[src/rtl/uart_rx_buffer_pkg.sv]
// Shared types and constants for the UART receive buffer.
package uart_rx_buffer_pkg;

  localparam int unsigned UART_RX_SHIFT_W    = 9;
  localparam int unsigned UART_MIN_DATA_BITS = 5;
  localparam int unsigned UART_MAX_DATA_BITS = 8;
  localparam int unsigned UART_CFG_BITS_W    = 4;

  // One received character plus its error tags, as stored in the FIFO.
  typedef struct packed {
    logic                          frame_err;
    logic                          parity_err;
    logic [UART_MAX_DATA_BITS-1:0] data;
  } rx_entry_t;

  localparam int unsigned RX_ENTRY_W = $bits(rx_entry_t);

  // Map an out-of-range data-bit setting onto the widest legal frame.
  function automatic logic [UART_CFG_BITS_W-1:0] eff_data_bits(
    input logic [UART_CFG_BITS_W-1:0] bits
  );
    if (bits < UART_CFG_BITS_W'(UART_MIN_DATA_BITS) ||
        bits > UART_CFG_BITS_W'(UART_MAX_DATA_BITS)) begin
      return UART_CFG_BITS_W'(UART_MAX_DATA_BITS);
    end
    return bits;
  endfunction

endpackage

[src/rtl/uart_rx_fifo.sv]
// Synchronous first-word-fall-through FIFO holding received entries.
module uart_rx_fifo #(
  parameter int unsigned DEPTH = 8,
  parameter int unsigned WIDTH = 10
) (
  input  logic                   clk,
  input  logic                   rst,
  input  logic                   push,
  input  logic                   pop,
  input  logic [WIDTH-1:0]       wdata,
  output logic [WIDTH-1:0]       rdata,
  output logic                   full,
  output logic                   empty,
  output logic [$clog2(DEPTH):0] count
);

  localparam int unsigned AW = $clog2(DEPTH);
  localparam int unsigned CW = AW + 1;

  logic [WIDTH-1:0] mem [DEPTH];
  logic [AW-1:0]    wr_ptr;
  logic [AW-1:0]    rd_ptr;
  logic [CW-1:0]    cnt_q;
  logic             wr_ok;
  logic             rd_ok;

  assign empty = (cnt_q == '0);
  assign full  = (cnt_q == CW'(DEPTH));
  assign count = cnt_q;

  // A pop on an empty FIFO is ignored; a push on a full FIFO only lands if a pop frees a slot.
  always_comb begin
    rd_ok = pop & ~empty;
    wr_ok = push & (~full | rd_ok);
  end

  // Pointers wrap naturally since DEPTH is a power of two.
  always_ff @(posedge clk) begin
    if (rst) begin
      wr_ptr <= '0;
      rd_ptr <= '0;
      cnt_q  <= '0;
    end else begin
      if (wr_ok) wr_ptr <= wr_ptr + AW'(1);
      if (rd_ok) rd_ptr <= rd_ptr + AW'(1);
      case ({wr_ok, rd_ok})
        2'b10:   cnt_q <= cnt_q + CW'(1);
        2'b01:   cnt_q <= cnt_q - CW'(1);
        default: cnt_q <= cnt_q;
      endcase
    end
  end

  // Storage array; contents are don't-care until written.
  always_ff @(posedge clk) begin
    if (wr_ok) mem[wr_ptr] <= wdata;
  end

  // Head is presented straight from memory, forced to zero when nothing is queued.
  assign rdata = empty ? '0 : mem[rd_ptr];

endmodule

[src/rtl/uart_rx_buffer.sv]
// UART receive buffer: captures completed frames, checks parity/stop, queues them for the CPU.
module uart_rx_buffer
  import uart_rx_buffer_pkg::*;
#(
  parameter int unsigned DEPTH = 8
) (
  input  logic                       clk,
  input  logic                       rst,
  input  logic                       rx_data_valid,
  input  logic [8:0]                 rx_shift_data,
  input  logic                       rx_stop,
  input  logic [3:0]                 cfg_data_bits,
  input  logic                       cfg_parity_en,
  input  logic                       cfg_parity_odd,
  input  logic [$clog2(DEPTH):0]     cfg_thresh,
  input  logic                       rd_en,
  output logic                       rd_valid,
  output logic [7:0]                 rd_data,
  output logic                       rd_parity_err,
  output logic                       rd_frame_err,
  output logic [$clog2(DEPTH):0]     count,
  output logic                       overrun,
  input  logic                       ovr_clr,
  output logic                       rx_irq
);

  localparam int unsigned SW = UART_RX_SHIFT_W;
  localparam int unsigned NW = UART_CFG_BITS_W;
  localparam int unsigned DW = UART_MAX_DATA_BITS;

  logic          s1_valid;
  logic [SW-1:0] s1_shift;
  logic          s1_stop;
  logic [NW-1:0] s1_bits;
  logic          s1_par_en;
  logic          s1_par_odd;

  logic [NW-1:0] n_eff;
  logic [NW-1:0] shamt;
  logic [SW-1:0] payload;
  logic [SW-1:0] mask;
  logic [SW-1:0] pbit_vec;
  logic [DW-1:0] data_w;
  rx_entry_t     chk_entry;

  logic [RX_ENTRY_W-1:0] head_raw;
  rx_entry_t             head;
  logic                  fifo_full;
  logic                  fifo_empty;
  logic                  drop_c;

  // Snapshot the frame and its configuration so later config writes cannot alter it.
  always_ff @(posedge clk) begin
    if (rst) begin
      s1_valid   <= 1'b0;
      s1_shift   <= '0;
      s1_stop    <= 1'b0;
      s1_bits    <= '0;
      s1_par_en  <= 1'b0;
      s1_par_odd <= 1'b0;
    end else begin
      s1_valid <= rx_data_valid;
      if (rx_data_valid) begin
        s1_shift   <= rx_shift_data;
        s1_stop    <= rx_stop;
        s1_bits    <= cfg_data_bits;
        s1_par_en  <= cfg_parity_en;
        s1_par_odd <= cfg_parity_odd;
      end
    end
  end

  // Right-align the received bits, split data from parity and tag errors.
  always_comb begin
    chk_entry = '0;
    n_eff     = eff_data_bits(s1_bits);
    shamt     = NW'(SW) - n_eff - {{(NW-1){1'b0}}, s1_par_en};
    payload   = s1_shift >> shamt;
    mask      = (SW'(1) << n_eff) - SW'(1);
    pbit_vec  = payload >> n_eff;
    data_w    = DW'(payload & mask);
    chk_entry.data       = data_w;
    chk_entry.parity_err = s1_par_en & ((^data_w ^ pbit_vec[0]) != s1_par_odd);
    chk_entry.frame_err  = ~s1_stop;
  end

  uart_rx_fifo #(
    .DEPTH (DEPTH),
    .WIDTH (RX_ENTRY_W)
  ) u_fifo (
    .clk   (clk),
    .rst   (rst),
    .push  (s1_valid),
    .pop   (rd_en),
    .wdata (chk_entry),
    .rdata (head_raw),
    .full  (fifo_full),
    .empty (fifo_empty),
    .count (count)
  );

  assign head          = rx_entry_t'(head_raw);
  assign rd_valid      = ~fifo_empty;
  assign rd_data       = head.data;
  assign rd_parity_err = head.parity_err;
  assign rd_frame_err  = head.frame_err;

  // A frame is lost only when the FIFO is full and no pop frees a slot this cycle.
  assign drop_c = s1_valid & fifo_full & ~rd_en;

  // Sticky overrun; a new drop takes priority over a clear in the same cycle.
  always_ff @(posedge clk) begin
    if (rst) begin
      overrun <= 1'b0;
    end else if (drop_c) begin
      overrun <= 1'b1;
    end else if (ovr_clr) begin
      overrun <= 1'b0;
    end
  end

  // Level interrupt, registered from the current occupancy; a zero threshold disables it.
  always_ff @(posedge clk) begin
    if (rst) begin
      rx_irq <= 1'b0;
    end else begin
      rx_irq <= (cfg_thresh != '0) && (count >= cfg_thresh);
    end
  end

endmodule

[config.mk]
export PLATFORM = sky130hd
export DESIGN_NAME = uart_rx_buffer
export DESIGN_NICKNAME = d
export VERILOG_FILES = /design/src/rtl/uart_rx_buffer_pkg.sv /design/src/rtl/uart_rx_fifo.sv /design/src/rtl/uart_rx_buffer.sv
export SDC_FILE = /design/constraint.sdc
export NUM_CORES = 1
export LEC_CHECK = 0
export BUFFER_PORTS_ARGS = -buffer_cell sky130_fd_sc_hd__buf_2
export CORE_MARGIN = 4
export CORE_UTILIZATION = 35
export CTS_CLUSTER_SIZE = 14
export DETAILED_ROUTE_END_ITERATION = 6
export SETUP_SLACK_MARGIN = 0.2
export SLEW_MARGIN = 20
export SYNTH_ARGS = -nofsm -noshare
export SYNTH_HDL_FRONTEND = slang
export SYNTH_HIERARCHICAL = 1
export SYNTH_SLANG_ARGS = --single-unit
[constraint.sdc]
create_clock -name clk -period 9.7 [get_ports clk]
set_input_delay 2.91 -clock clk [delete_from_list [all_inputs] [get_ports clk]]
set_output_delay 2.91 -clock clk [all_outputs]
set_load 0.05 [all_outputs]
==> impl_metrics.tcl, run 1 <==
set metrics [dict create \
    grt_pass1_vias 2991 \
    die-area_sq_um 16950 \
    p_leak_nw 2.179 \
    ys_warn_count 6 \
    place_congestion 0.7781 \
    cts-resized-gates 0 \
    setup_tns_ns 0 \
    drc 0 \
    yosys-top-cells-area "edfxtp_1 (46%), dfxtp_1 (12%), mux4_2 (10%), mux2i_1 (6.1%), nor2_1 (3.4%)" \
    worstPathArrival_ns 2.35 \
    power_per_cell_area_nw_per_um2 246.9 \
    end_kind "output pin" \
    io-pin-count 42 \
    cts_buffer_depth 2 \
    netlist_area_sq_um 5225 \
    drtIter0Drc 188 \
    path_cells "buf_4 -> mux4_2 -> mux2i_1 -> nor2_1 -> buf_2" \
    hold_viol 0 \
    yosysMostFrequentCell "edfxtp_1" \
    critical-path-slowest-cell "dfxtp_1" \
    overflow 0 \
    drt-vias-per-instance 4.992 \
    postRouteAntennaNets 0 \
    cts_setup_buffers 0 \
    worst_ep_required_time_ns 6.79 \
    finalCriticalPeriod_ns 5.264 \
    clkTransAtPathRegs_ns 0.08 \
    antenna_found_initial 0 \
    numCtsBuffers 9 \
    drv_slew 0 \
    relSlewSlack 0.2704 \
    worst_path_largest_cell_delay_ns 0.68 \
    setup.worst_path.class "register to output pin" \
    root_buffer "clkbuf_16" \
    critical_path_peak_fanout 12 \
    cts.htree.levels 3 \
    total_power_mw 1.466 \
    start_kind "register" \
    dp_hpwl_um 6950 \
    io_buffers 41 \
    nNetsFinal 449 \
    ys.flop_type "edfxtp_1" \
    grt_max_degree 31 \
    setup_violations 0 \
    wl_per_cell_um 16.88 \
    clk_latency_ns 0.35 \
    grt_pass1_wl_um 16180 \
    die_h_um 130.2 \
    wl_um 10130 \
    firstDrtPassIters 4 \
    cp_top_family "flip-flops" \
    initial_core_util 0.3581 \
    ys_top_cells_by_count "edfxtp_1 (80), nor2_1 (47), dfxtp_1 (32), mux2i_1 (32), mux4_2 (24)" \
    ys_async_sr_fraction 0 \
    synth.top_cell.area_share 0.4598 \
    drive_gt1_frac 0.2500 \
    synth_cell_types 56 \
    critPathBufInv 2 \
    syn2layout_area_growth_pct 13.63 \
    status "finished clean" \
    fin_crit_sh 0.5427 \
    postCtsHoldBufs 0 \
    hold_class "register to register" \
    syn_area_per_cell_sq_um 14.05 \
    yosysTopAreaCell "edfxtp_1" \
    worst_pin_slew_ns 1.090 \
    tritoncts "done" \
    coreArea_sq_um 14590 \
    die_w_um 130.2 \
    synth_edf_count 80 \
    netlist_instances 372 \
    synth_seq_area_share 0.5824 \
    groute.usage.overall 0.1267 \
    rows 44 \
    ys_seq_elements 112 \
    cap_violations 0 \
    max_freq_mhz 190.0 \
    ir_drop_mv 0.1644 \
    cts_sinks 112 \
    vias 2995 \
    diodes 0 \
    rsz0062_at_grt "no" \
    skew_ns 0.006811 \
]
## kinds of logic (layout without fill, tap and decap cells)
family | Yosys count | in the layout | share of synthesized area
DFF | 112 | 112 | 0.5824
and+or+nand+nor | 98 | 98 | 0.09243
muxes | 61 | 61 | 0.1791
AOI/OAI and AO/OA | 37 | 37 | 0.05484
buffers and inverters | 36 | 79 | 0.03041
xor gates and xnor gates | 14 | 14 | 0.02754
adders and majority gates | 13 | 13 | 0.03257
other | 1 | 2 | 0.0007177
## tightest hold or removal path, stage by stage (launching register included)
cell and delay (ns):
dfxtp_1 0.32, nand2b_1 0.07, a21oi_1 0.05
## layout by cell type (no fill, tap or decap), types with 6 or more instances in the layout
| master | n |
|---|---|
| edfxtp_1 | 80 |
| ha_1 | 12 |
| clkbuf_16 | 9 |
| nand2b_1 | 7 |
| a21oi_1 | 8 |
| dfxtp_1 | 32 |
| xnor2_1 | 6 |
| mux4_2 | 24 |
| inv_1 | 18 |
| nand2_1 | 9 |
| nor2_1 | 45 |
| xor2_1 | 6 |
| mux2i_1 | 32 |
| buf_2 | 41 |
## final cells by class
cell class              count  area, sq um
inverters                  18        67.56
clock buffers               9        225.2
well taps                 184        230.2
flip-flops and latches    112         3043
fillers                  1315         8652
repair buffers             45        235.2
multi-input cells         225         2059
clock inverters             7        76.32
## power by group
part | internal, mW | leakage [nW] | total [mW] | switching, mW
clock network | 0.204 | 0.150 | 0.377 | 0.174
registers | 0.540 | 0.996 | 0.589 | 0.0483
logic | 0.187 | 1.03 | 0.500 | 0.313
## through the flow
stage	setup WS, ns	cells	hold WS, ns	cell area (sq um)	utilization
2_1_floorplan	4.910	373	0.4546	5229	-
4_1_cts	4.347	600	0.4869	5932	0.4066
5_1_grt	4.193	600	0.5050	5937	0.4069
3_5_place_dp	4.746	584	0.4742	5630	0.3859
3_3_place_gp	4.748	584	0.4685	5630	0.3859
6_report	4.436	600	0.4830	5937	0.4069
## worst paths after layout
kind	start	endpoint	slack, ns	cells past startpoint
worst max-delay path	register	rd_frame_err	4.44	5
worst min-delay path	overrun	overrun	0.48	2
worst max register to register	s1_bits[2]	u_fifo/mem[7][8]	5.39	13
worst min register to register	overrun	overrun	0.48	2
## metal layers
metal  track usage  vias to the layer above  wire, um
met3       0.03807                        8       477
met2        0.2010                       70      4679
met1        0.1722                     1451      4870
met4       0.02934                        0       100
met5             0                        -         0
li1              -                     1466         -
## state kept, by name, indices dropped and copies added (netlist names), named ones only
name           count
u_fifo/rd_ptr      3
s1_shift           9
s1_stop            1
s1_par_odd         1
overrun            1
s1_bits            4
s1_par_en          1
u_fifo/count       4
u_fifo/mem        80
u_fifo/wr_ptr      3
rx_irq             1
s1_valid           1
Note: power is estimated with default switching activity, not from simulation.
==> run 2, diff against run 1 <==
==> constraint.sdc (replaced) <==
create_clock -name clk -period 4.81 [get_ports clk]
set_input_delay 1.443 -clock clk [delete_from_list [all_inputs] [get_ports clk]]
set_output_delay 1.443 -clock clk [all_outputs]
set_load 0.05 [all_outputs]
==> run 2 against run 1 <==
Clock power up 100%; critical path depth rose by 8; sequential share of layout area fell by 0.25 points; global-route usage is essentially flat; worst setup slack worse by 3.7 ns; cell area grew 0.48%; sequential power is 99% higher; routed wire length down 0.70%; critical path type is now register to register; largest cell class unchanged; largest power group unchanged; highest routed layer unchanged.
==> impl_metrics.tcl, run 2 (synthesis gave the netlist of run 1 again) <==
set metrics [dict create \
    final_cell_mix "edfxtp_1 (80), nor2_1 (47), buf_2 (41), mux2i_1 (32), dfxtp_1 (32)" \
    drc 0 \
    clk_latency_ns 0.34 \
    grt_pass1_wl_um 16420 \
    drt-vias-per-instance 5.000 \
    groute.usage.overall 0.1271 \
    firstDrtPassIters 4 \
    cts.htree.levels 3 \
    worst_ep_required_time_ns 4.88 \
    tritoncts "done" \
    initial_core_util 0.3581 \
    critPathBufInv 2 \
    coreArea_sq_um 14590 \
    setup_slack_ns 0.7602 \
    cts-resized-gates 0 \
    r2r_start "s1_bits[2]" \
    overflow 0 \
    fin_crit_sh 0.8420 \
    status "finished clean" \
    critical-path-slowest-cell "nor3_1" \
    seq_area_sq_um 3043 \
    post-place-ws_ns 0.6954 \
    hold_viol 0 \
    drv_slew 0 \
    worstPathArrival_ns 4.12 \
    start_kind "register" \
    final_common_cell "edfxtp_1" \
    grt_max_degree 31 \
    syn2layout_area_growth_pct 14.18 \
    die-area_sq_um 16950 \
    reg_top3 "u_fifo/mem x80, s1_shift x9" \
    die_h_um 130.2 \
    io_buffers 41 \
    cp_top_family "simple AND/OR/NAND/NOR gates" \
    clkTransAtPathRegs_ns 0.07 \
    skew_ns 0.007489 \
    place_congestion 0.8354 \
    fill_cells 1357 \
    placed_cells 589 \
    path_cells "nor2b_1 -> nand2_1 -> inv_1 -> ha_1 -> inv_1 -> ha_1 -> mux4_2 -> mux2i_1 -> nor3_1 -> xor2_1 -> xnor2_1 -> xnor3_1 -> and2_1" \
    setup_tns_ns 0 \
    cts_setup_buffers 0 \
    setup_violations 0 \
    io-pin-count 42 \
    max_freq_mhz 246.9 \
    setup.worst_path.class "register to register" \
    min-delay-start "overrun" \
    p_leak_nw 2.205 \
    wl_per_cell_um 16.62 \
    root_buffer "clkbuf_16" \
    finalCriticalPeriod_ns 4.050 \
    total_power_mw 2.955 \
    postRouteAntennaNets 0 \
    drive_gt1_frac 0.2470 \
    drtIter0Drc 130 \
    rsz0062_at_grt "no" \
    diodes 0 \
    vias 3025 \
    power_per_cell_area_nw_per_um2 495.4 \
    antenna_found_initial 0 \
    worst_path_largest_cell_delay_ns 0.68 \
    largest_reg_flops 80 \
    hold_class "register to register" \
    fin_cells 605 \
    regMostFlops "u_fifo/mem" \
    crit_start "s1_bits[2]" \
    cap_violations 0 \
    cts_buffer_depth 2 \
    dp_hpwl_um 6852 \
    multi_input_area_sq_um 2048 \
    ir_drop_mv 0.2518 \
    critical_path_peak_fanout 14 \
    grt_pass1_vias 3107 \
    end_kind "register" \
    cts_sinks 112 \
    relSlewSlack 0.3203 \
    die_w_um 130.2 \
    rows 44 \
    wl_um 10060 \
    worst_pin_slew_ns 1.018 \
    postCtsHoldBufs 0 \
    nNetsFinal 454 \
    numCtsBuffers 9 \
]
[run 2: worst min-delay path, delay by kind of cell (launching register included)]
| family | cells | cell delay [ns] |
|---|---|---|
| flops | 1 | 0.31 |
| simple gates | 1 | 0.06 |
| compound gates | 1 | 0.05 |
[run 2: final cells by class]
| type | instances | area share |
|---|---|---|
| inverter | 18 | 0.01133 |
| sequential | 112 | 0.5101 |
| tap | 184 | 0.03859 |
| clock inverter | 7 | 0.01321 |
| clock buffer | 9 | 0.03775 |
| multi-input combinational | 225 | 0.3433 |
| timing repair buffer | 50 | 0.04572 |
[run 2: worst paths after layout]
path	cells after the start	slack, ns	to
setup / recovery	13	0.76	u_fifo/mem[7][8]
hold / removal	2	0.47	overrun
setup reg to reg	13	0.76	u_fifo/mem[7][8]
hold reg to reg	2	0.47	overrun
[run 2: stage by stage]
| step | hold slack [ns] | util | area, sq um |
|---|---|---|---|
| 6_report | 0.4691 | 0.4089 | 5966 |
| 5_1_grt | 0.5150 | 0.4089 | 5966 |
| 4_1_cts | 0.4760 | 0.4089 | 5966 |
| 3_5_place_dp | 0.4598 | 0.3881 | 5662 |
| 3_3_place_gp | 0.4610 | 0.3881 | 5662 |
| 2_1_floorplan | 0.4546 | - | 5229 |
[run 2: report_power, final]
part           switching [mW]  internal (mW)  total (mW)
sequential             0.0805           1.09        1.17
combinational           0.648          0.377        1.03
clock                   0.348          0.412       0.759
[run 2: layer usage]
metal,vias up,routed length [um],GRT usage
met5,-,0,0
met4,0,116,0.03301
met3,9,490,0.03357
met2,65,4743,0.2067
met1,1477,4706,0.1698
li1,1474,-,-
